$ cat src/rtl/dcache_types.sv
// Shared types, constants and line-manipulation helpers for the L1 data cache.
// Lines are fixed at 32 bytes (eight 32-bit words).
package dcache_types;

    localparam int S_OFFSET  = 5;
    localparam int LINE_BITS = 256;

    typedef enum logic [1:0] {
        IDLE,
        WRITEBACK,
        FETCH
    } dcache_state_t;

    // Extract the 32-bit word selected by addr[4:2] from a line.
    function automatic logic [31:0] word_sel(input logic [LINE_BITS-1:0] line,
                                             input logic [2:0]           word);
        return line[int'(word)*32 +: 32];
    endfunction

    // Return the line with the enabled bytes of wdata written into the selected word.
    function automatic logic [LINE_BITS-1:0] merge_bytes(input logic [LINE_BITS-1:0] line,
                                                         input logic [31:0]          wdata,
                                                         input logic [3:0]           be,
                                                         input logic [2:0]           word);
        logic [LINE_BITS-1:0] merged;
        merged = line;
        for (int b = 0; b < 4; b++) begin
            if (be[b]) merged[int'(word)*32 + b*8 +: 8] = wdata[b*8 +: 8];
        end
        return merged;
    endfunction

endpackage

$ cat src/rtl/dcache_line_array.sv
// Storage for the direct-mapped cache: line data, tags, valid and dirty bits.
// One write port with a per-byte line mask; all reads are combinational.
module dcache_line_array
    import dcache_types::*;
#(
    parameter int S_INDEX = 3,
    parameter int S_TAG   = 32 - S_INDEX - S_OFFSET
) (
    input  logic                   clk,
    input  logic                   rst,
    input  logic [S_INDEX-1:0]     idx,
    input  logic                   data_we,
    input  logic [LINE_BITS/8-1:0] byte_mask,
    input  logic [LINE_BITS-1:0]   wr_line,
    input  logic                   install,
    input  logic [S_TAG-1:0]       wr_tag,
    input  logic                   dirty_we,
    input  logic                   wr_dirty,
    output logic [LINE_BITS-1:0]   rd_line,
    output logic [S_TAG-1:0]       rd_tag,
    output logic                   rd_valid,
    output logic                   rd_dirty
);

    localparam int SETS = 2**S_INDEX;

    logic [LINE_BITS-1:0] data_q [SETS];
    logic [S_TAG-1:0]     tag_q  [SETS];
    logic [SETS-1:0]      valid_q;
    logic [SETS-1:0]      dirty_q;

    // Data and tag writes: byte-masked line update, tag written when a refill installs the line.
    // NOTE: data and tag arrays have no reset; a cleared valid bit makes stale contents unreachable.
    // NOTE: sequential state uses <= so every register samples pre-edge values regardless of block order.
    always_ff @(posedge clk) begin
        if (data_we) begin
            for (int b = 0; b < LINE_BITS/8; b++) begin
                if (byte_mask[b]) data_q[idx][b*8 +: 8] <= wr_line[b*8 +: 8];
            end
        end
        if (install) tag_q[idx] <= wr_tag;
    end

    // Valid and dirty bits: cleared asynchronously, set on refill / store, cleared on writeback.
    always_ff @(posedge clk or negedge rst) begin
        if (!rst) begin
            valid_q <= '0;
            dirty_q <= '0;
        end else begin
            if (install)  valid_q[idx] <= 1'b1;
            if (dirty_we) dirty_q[idx] <= wr_dirty;
        end
    end

    assign rd_line  = data_q[idx];
    assign rd_tag   = tag_q[idx];
    assign rd_valid = valid_q[idx];
    assign rd_dirty = dirty_q[idx];

endmodule

$ cat src/rtl/dcache_responder.sv
// Direct-mapped, write-back, write-allocate L1 data cache on the pipeline data port.
// Hits answer in the request cycle; misses evict (if dirty) then refill whole lines.
// Optional hit/miss counters are built when DCACHE_PERF_CTR_EN is defined.
module dcache_responder
    import dcache_types::*;
#(
    parameter int S_INDEX = 3
) (
    input  logic                 clk,
    input  logic                 rst,
    input  logic                 dcache_read,
    input  logic                 dcache_write,
    input  logic [3:0]           dcache_byte_enable,
    input  logic [31:0]          dcache_addr,
    input  logic [31:0]          dcache_wdata,
    output logic [31:0]          dcache_rdata,
    output logic                 dcache_resp,
    output logic                 pmem_read,
    output logic                 pmem_write,
    output logic [31:0]          pmem_addr,
    output logic [LINE_BITS-1:0] pmem_wdata,
    input  logic [LINE_BITS-1:0] pmem_rdata,
    input  logic                 pmem_resp
`ifdef DCACHE_PERF_CTR_EN
    ,
    output logic [31:0]          perf_hits,
    output logic [31:0]          perf_misses
`endif
);

    localparam int S_TAG = 32 - S_INDEX - S_OFFSET;

    dcache_state_t        state;
    logic [S_INDEX-1:0]   miss_idx;
    logic [S_TAG-1:0]     miss_tag;

    logic                 req;
    logic [S_INDEX-1:0]   req_idx;
    logic [S_TAG-1:0]     req_tag;
    logic [2:0]           req_word;
    logic [S_INDEX-1:0]   arr_idx;
    logic                 hit;

    logic                 data_we;
    logic [LINE_BITS/8-1:0] byte_mask;
    logic [LINE_BITS-1:0] wr_line;
    logic                 install;
    logic                 dirty_we;
    logic                 wr_dirty;
    logic [LINE_BITS-1:0] rd_line;
    logic [S_TAG-1:0]     rd_tag;
    logic                 rd_valid;
    logic                 rd_dirty;

    logic                 unused_addr_bits;
    assign unused_addr_bits = ^dcache_addr[1:0];

    dcache_line_array #(
        .S_INDEX (S_INDEX),
        .S_TAG   (S_TAG)
    ) u_lines (
        .clk       (clk),
        .rst       (rst),
        .idx       (arr_idx),
        .data_we   (data_we),
        .byte_mask (byte_mask),
        .wr_line   (wr_line),
        .install   (install),
        .wr_tag    (miss_tag),
        .dirty_we  (dirty_we),
        .wr_dirty  (wr_dirty),
        .rd_line   (rd_line),
        .rd_tag    (rd_tag),
        .rd_valid  (rd_valid),
        .rd_dirty  (rd_dirty)
    );

    // Request decode, hit detection and the combinational response path.
    always_comb begin
        req          = dcache_read || dcache_write;
        req_idx      = dcache_addr[S_OFFSET +: S_INDEX];
        req_tag      = dcache_addr[31 -: S_TAG];
        req_word     = dcache_addr[4:2];
        // While a miss is in flight the array stays on the latched set.
        arr_idx      = (state == IDLE) ? req_idx : miss_idx;
        hit          = (state == IDLE) && rd_valid && (rd_tag == req_tag);
        dcache_resp  = req && hit;
        dcache_rdata = word_sel(rd_line, req_word);
        pmem_wdata   = rd_line;
    end

    // Array write control: store merge on a hit, dirty clear on writeback, line install on refill.
    always_comb begin
        // NOTE: every output gets a default first so no path leaves it unassigned (no latch).
        data_we   = 1'b0;
        byte_mask = '0;
        wr_line   = pmem_rdata;
        install   = 1'b0;
        dirty_we  = 1'b0;
        wr_dirty  = 1'b0;
        case (state)
            IDLE: begin
                if (dcache_write && hit) begin
                    data_we   = 1'b1;
                    byte_mask = (LINE_BITS/8)'(dcache_byte_enable) << (int'(req_word) * 4);
                    wr_line   = merge_bytes(rd_line, dcache_wdata, dcache_byte_enable, req_word);
                    dirty_we  = |dcache_byte_enable;
                    wr_dirty  = 1'b1;
                end
            end
            WRITEBACK: begin
                dirty_we = pmem_resp;
            end
            FETCH: begin
                if (pmem_resp) begin
                    data_we   = 1'b1;
                    byte_mask = '1;
                    install   = 1'b1;
                    dirty_we  = 1'b1;
                end
            end
            default: ;
        endcase
    end

    // Miss FSM with registered memory-port outputs; reset abandons any in-flight transfer.
    always_ff @(posedge clk or negedge rst) begin
        if (!rst) begin
            state      <= IDLE;
            pmem_read  <= 1'b0;
            pmem_write <= 1'b0;
            pmem_addr  <= '0;
            miss_idx   <= '0;
            miss_tag   <= '0;
        end else begin
            case (state)
                IDLE: begin
                    if (req && !hit) begin
                        miss_idx <= req_idx;
                        miss_tag <= req_tag;
                        if (rd_valid && rd_dirty) begin
                            state      <= WRITEBACK;
                            pmem_write <= 1'b1;
                            pmem_addr  <= {rd_tag, req_idx, {S_OFFSET{1'b0}}};
                        end else begin
                            state      <= FETCH;
                            pmem_read  <= 1'b1;
                            pmem_addr  <= {req_tag, req_idx, {S_OFFSET{1'b0}}};
                        end
                    end
                end
                WRITEBACK: begin
                    if (pmem_resp) begin
                        state      <= FETCH;
                        pmem_write <= 1'b0;
                        pmem_read  <= 1'b1;
                        pmem_addr  <= {miss_tag, miss_idx, {S_OFFSET{1'b0}}};
                    end
                end
                FETCH: begin
                    if (pmem_resp) begin
                        state     <= IDLE;
                        pmem_read <= 1'b0;
                    end
                end
                default: state <= IDLE;
            endcase
        end
    end

`ifdef DCACHE_PERF_CTR_EN
    // Saturating hit and miss counters.
    always_ff @(posedge clk or negedge rst) begin
        if (!rst) begin
            perf_hits   <= '0;
            perf_misses <= '0;
        end else begin
            if (dcache_resp && (perf_hits != 32'hFFFF_FFFF))
                perf_hits <= perf_hits + 32'd1;
            if ((state == IDLE) && req && !hit && (perf_misses != 32'hFFFF_FFFF))
                perf_misses <= perf_misses + 32'd1;
        end
    end
`endif

    // A simultaneous load and store is a pipeline bug; the store path wins.
    assert property (@(posedge clk) disable iff (!rst) !(dcache_read && dcache_write));

endmodule

$ cat config.mk
export PLATFORM = sky130hd
export DESIGN_NAME = dcache_responder
export DESIGN_NICKNAME = d
export VERILOG_FILES = /design/src/rtl/dcache_types.sv /design/src/rtl/dcache_line_array.sv /design/src/rtl/dcache_responder.sv
export SDC_FILE = /design/constraint.sdc
export NUM_CORES = 2
export LEC_CHECK = 0
export ABC_AREA = 1
export CAP_MARGIN = 20
export CORE_MARGIN = 4
export CORE_UTILIZATION = 40
export DETAILED_ROUTE_END_ITERATION = 6
export MAX_ROUTING_LAYER = met4
export SYNTH_ARGS = -nofsm -noshare
export SYNTH_HDL_FRONTEND = slang
export SYNTH_SLANG_ARGS = --single-unit
$ cat constraint.sdc
create_clock -name clk -period 6.35 [get_ports clk]
set_input_delay 1.27 -clock clk [delete_from_list [all_inputs] [get_ports clk]]
set_output_delay 1.27 -clock clk [all_outputs]
set_load 0.01 [all_outputs]
# Word-level counts from Yosys, hierarchy flattened
# Memories as Yosys holds them, arrays and structs flattened.
# Index checks and enable logic that the tools add are counted.
# word_totals
ram_bits	2240
n_memories	2
reg_bits	79
output_inout_bits	323
input_bits	329
elab_cells	205
# memory_table
memory	words	width	read_ports	rd_clocked_by_memory_dff	wr	line_no	source
u_lines.data_q	8	256	1	0	1	dcache_line_array.sv:27	logic [LINE_BITS-1:0] data_q [SETS];
u_lines.tag_q	8	24	1	0	1	dcache_line_array.sv:28	logic [S_TAG-1:0] tag_q [SETS];
# op_classes
n_reduce_logical	18
muxes	149
n_bitwise	1
n_eq_ne	8
n_shift	10
order_cmp	2
addsub	7
# ops
operator	n
$mux W256	12
$bwmux W256	4
$shift A8 B33 Y256 const A	4
$shiftx A8 B33 Y256	4
$shiftx A256 B9 Y32	1
$mux W32	5
$pmux W32 S2	2
$mux W1	112
$neg A9 Y33	3
$neg A8 Y33	1
$shl A4 B5 Y32	1
$eq A24 B24 Y1	1
$add A8 B5 Y9 const B	2
$add A8 B4 Y9 const B	1
$bwmux W8	1
$mux W2	4
$or A8 B8 Y8	1
$logic_and A1 B1 Y1	7
$bmux W1 S3	2
$ne A2 B2 Y1 const B	3
$pmux W1 S3	2
$pmux W2 S3	1
$reduce_and A3 Y1	2
$reduce_and A5 Y1	1
other kinds (16)	18

# Depth between registers and ports, before layout
# logic_depth
ltp_word	21
depth_mapped	25
depth_no_buf	22

# Cells and area by module
# A second synthesis with hierarchy kept.
# hier_totals
hier_cells	11367
hier_area_um2	105810.2
# modules_own_cells
mod	n_inst	cells_per_inst	area_each_um2	seq_area_each_um2
dcache_line_array	1	8987	93379.6	67664.9
dcache_responder	1	2380	12430.7	1451.4

# Worst setup path before layout
# OpenSTA, ideal clock, no wires.
# synth_timing
path_kind	input-to-reg
from	input dcache_addr[2]
to	memory u_lines.data_q[0][5] (data pin)
t_arrival_ns	4.459
n_path_buf	5
path_stages	13
setup_slack_ns	1.626
setup_ns	0.265
t_required_ns	6.085
cell_sequence	clkbuf_1 -> inv_1 -> clkbuf_1 -> buf_1 -> buf_1 -> ha_1 -> ha_1 -> inv_1 -> nand2_1 -> nor4_1 -> clkbuf_1 -> o21ai_0 -> o21ai_0
# synth_between
elab_chain_cells	18
word_cells_on_any_way	31
cone_classes	add/sub: 7; shift: 8; mux: 16
# synth_rtl
element	line_no	source
start, declared	dcache_responder.sv:14	input logic [31:0] dcache_addr,
branches (longest 15 deep; another with $neg A9 Y33)	-	
$mux W256 *	dcache_types.sv:28	if (be[b]) merged[int'(word)*32 + b*8 +: 8] = wdata[b*8 +: 8];
$mux W256 *	dcache_responder.sv:103	if (dcache_write && hit) begin
$mux W256 *	dcache_responder.sv:101	case (state)
via u_lines.wr_line[5]	dcache_line_array.sv:14	input logic [LINE_BITS-1:0] wr_line,
end, declared	dcache_line_array.sv:27	
# Mark *: on every way through the listed nets, which the timed path passes. The select of a mux whose other input is x is not followed.

# Worst setup path in the final report
# layout_timing
from	register state[1]
to	output dcache_rdata[31]
# layout_between
elab_chain_cells	4
# layout_rtl
element	line_no	source
start, declared	dcache_responder.sv:33	dcache_state_t state;
start signal, assigned	dcache_responder.sv:129	state <= IDLE;
start signal, assigned	dcache_responder.sv:142	state <= WRITEBACK;
start signal, assigned	dcache_responder.sv:146	state <= FETCH;
$logic_not A2 Y1	dcache_responder.sv:85	arr_idx = (state == IDLE) ? req_idx : miss_idx;
$mux W3	dcache_responder.sv:85	
$mem_v2 Z8 W256	-	
$shiftx A256 B9 Y32	dcache_types.sv:17	return line[int'(word)*32 +: 32];
end, declared	dcache_responder.sv:16	output logic [31:0] dcache_rdata,
# Every way passes these cells.

==> impl_summary.txt <==
----------------------------------------------------
[Global route]
  Global-route usage over all layers ... 32.38%
  Global-route wire length before repair ... around 540 mm
  Via count of the first global-routing pass ... 67650
  Gr ovfl total ... 0
  Initial antenna violation count ... 34
  Pin count of the biggest net entering global routing ... 90

[Detailed routing]
  Via density per instance ... 6.035
  Routed len/inst ... 33.10 um
  Final antenna-violating net count ... 0
  Number of remaining DRC errors ... 0
  Number of violations reported at the end of detailed-routing iteration 0 ... 12070
  Final routed wirelength across all metal layers ... 403.8 mm
  First-pass iteration count of the detailed router ... 7
  Vias ... 73640

[Cells and area]
  Most common library cell in the layout ignoring fill and taps ... edfxtp_1
  Most frequent cells in the layout ... 2240 x edfxtp_1, 1583 x nand2_1, 825 x buf_4
  Area Growth Syn to Fin ... 25.46%
  Number of nets in the final layout ... between 9000 and 10000
  Share of post-route cells with drive strength above 1 ... ~15%

[STA]
  Worst slew margin relative to its limit ... 8.691%
  Final TNS setup ... 0 ps
  Setup clock skew after layout ... 65.59 ps
  Actual transition at the worst max-transition pin ... roughly 1400 ps
  Setup slack of the critical path after layout ... 80.04 ps
  Pins Over Slew Limit ... 0
  Final clock period utilization by the worst path ... 98.74%
  Final number of hold-violating endpoints ... 0
  Setup repair after global routing missed its margin ... true
  Min Tclk post-route ... around 6300 ps
  Maximum clock frequency ... approximately 0.16 GHz
  Setup violations, final ... 0

[Placement]
  Placement Setup Slack ... -146.4 ps
  Number of buffer cells added on primary ports ... 644
  Detail Placement HPWL ... 290.8 mm
  Final weighted congestion in routability-driven placement ... 1.064

[Synthesis]
  Number of enable flip-flop cells after synthesis ... 2240
  Syn_area_per_cell ... approximately 13 um2
  Most common flop cell mapped by yosys ... edfxtp_1
  Post-synth ARST share ... about 3.2%
  Synthesis-stage register bit count ... 2314
  Post-synth design cell area ... 95370 um2
  Yosys warning total ... 0
  Syn Inst Count ... 7531
  Number of distinct library cells after synthesis ... 51
  Part of the Yosys area used for sequential elements ... 72.47%

[Worst hold path]
  Hold Crit Class ... in -> async

[Critical path]
  Reg2Reg Launch Point ... state[1]
  Req. time, crit path ... 5080 ps
  Crit. End Element ... output pin
  Slowest stage delay, CP ... 540 ps
  Max FO, Critical Path ... 19
  Reg2reg path depth ... 24
  Type of origin of the critical path ... flop
  Worst Setup Path Type ... reg -> out
  Cells along the critical path ... inv_1 -> ha_1 -> buf_4 -> inv_4 -> nand2_1 -> nand2_2 -> nand2_1 -> nor2_4 -> buf_12 -> buf_4 -> clkbuf_16 -> buf_4 -> a221oi_1 -> nand4_1 -> o21ai_0 -> nor2_1 -> o21ai_0 -> nand2_1 -> clkdlybuf4s50_1
  Slowest cell on the critical path ... clkdlybuf4s50_1
  Register-to-register path setup slack ... 1030 ps
  Critical R2R Capture ... u_lines.data_q[4][119]
  Data arrival time of the worst path ... approximately 5000 ps

[Floorplanning]
  Die area ... 246300 um2
  # IOs ... 652
  Die outline width ... 496.3 um
  Number of standard-cell rows in the floorplan ... approximately 180
  Y dimension of the die ... 496.3 um
  Initial Util ... 40.36%
  Standard cell core area ... 236300 um2

[Power and ir drop]
  Leakage power ... 42.85 nW
  Max IR drop VDD ... approximately 0.4 mV
  Total power per unit cell area ... 539.4 nW/um2

[Status]
  Outcome ... complete, no violations

[Clock network]
  Clock tree from TritonCTS ... yes
  Clock latency reported for the late side of the worst-skew pair ... 910 ps
  CTS sink cnt ... about 2300
  Root buffer selected by CTS ... clkbuf_16
  Bufs on Longest Clock Path ... 3
  Count of H-tree levels built during CTS ... 4
  Clock transition at path regs ... ~60 ps
  Cts bufs inserted ... 231
  CTS Hold Buffers Added ... 0

[Run]
  Number of max-capacitance violations reported ... 0

----------------------------------------------------
==> cell families after synthesis <==
family                     synth area share (%)
AOI/OAI and AO/OA                         11.47
xor gates and xnor gates               0.009185
adders and majority gates                0.1312
buffers and inverters                     3.536
DFF                                       72.47
muxes                                    0.6743
other                                  0.003932
and+or+nand+nor                           11.71
==> metrics by stage <==
stage	instances	utilization, %	cell area, um2	hold WS [ps]	power, mW
after global placement	11710	47.14	111400	438.2	49.71
after floorplan	7535	-	95390	427.4	30.56
final	12200	50.64	119700	347.7	64.55
after detailed placement	11710	47.14	111400	445.0	49.82
after CTS	12140	50.35	119000	460.1	63.46
after global routing	12190	50.63	119600	351.3	66.30
==> flip-flops by register name, summed over array words and instances, names as in the netlist <==
register,count
u_lines.data_q,2048
u_lines.tag_q,192
pmem_addr,27
miss_tag,24
u_lines.dirty_q,8
u_lines.valid_q,8
miss_idx,3
state,2
pmem_read,1
pmem_write,1
==> repair_timing <==
action / CTS / global route
pin swaps: 6 / 7
setup endpoints to repair: 23 / 30
gates resized for setup: 5 / 56
cloned: 0 / 6
setup buffers: 6 / 20
==> worst max-delay path, delay by kind of cell, from the launching register on <==
kind / cells / cell delay (ps)
adders and majority gates: 1 / 140
DFF: 1 / 420
and+or+nand+nor: 7 / 980
buffers and inverters: 8 / 1690
AOI/OAI and AO/OA: 3 / 850
==> worst max-delay path by stage <==
stage | from | endpoint | slack [ps] | cells past startpoint
floorplan | dcache_addr[2] | u_lines.data_q[0][5] | 1630 | 13
global placement | dcache_addr[6] | dcache_rdata[22] | -100 | 15
detailed placement | dcache_addr[6] | dcache_rdata[22] | -150 | 15
CTS | state[0] | dcache_rdata[5] | 3 | 19
global route | state[1] | dcache_rdata[11] | -30 | 21
finish | state[1] | dcache_rdata[31] | 80 | 19
==> report_power, final <==
group          leakage [nW]  switching [mW]  internal [mW]  total, mW
clock                  3.64            5.91           7.71       13.6
combinational          18.1            20.7           11.3       32.0
sequential             21.1           0.502           18.4       18.9
==> cell usage after synthesis, types with 7 or more instances <==
cell type  number  area [um2]
clkbuf_1      284        1066
a22o_1         95       832.1
nand2_2         8       50.05
dfrtp_1        74        1852
edfxtp_1     2240       67260
o211ai_1       62       465.5
and3_1         13       81.33
a22oi_1       422        3168
inv_1         332        1246
nand2_1      1595        5987
nand3_1       245        1226
mux2i_1        62       620.6
nor3_1        116       580.6
o31ai_1        15       112.6
inv_2          10       37.54
nor2_1        437        1640
nand4_1       209        1308
or2_2          11       68.82
buf_2          91       455.4
o2bb2ai_1      55       481.7
o21ai_1       178       890.9
a221oi_1      212        1857
ha_1           10       125.1
o21ai_0       382        1912
nor2_2          7       43.79
clkinv_1        7       26.28
buf_4          17       127.6
a21oi_1       156       780.8
buf_6           8       90.09
buf_1          86       322.8
o22ai_1        52       325.3
==> metal layers <==
layer  wire length (um)  global-route usage, %  part of all wire, %
met3              51940                  8.832                   13
met2             176700                  46.85                   44
met4              29560                  18.99                  7.3
met5                  0                      -                    0
met1             145600                  40.91                   36
==> layout make-up <==
cell class,instances,area [um2]
repair buffers,1551,14460
well taps,3150,3941
inverters,349,1333
clock buffers,289,6071
flip-flops and latches,2314,69120
diodes,29,72.57
multi-input cells,4386,23220
clock inverters,134,1441
fillers,20210,116600
No activity file was read; power rests on OpenSTA's default activity.
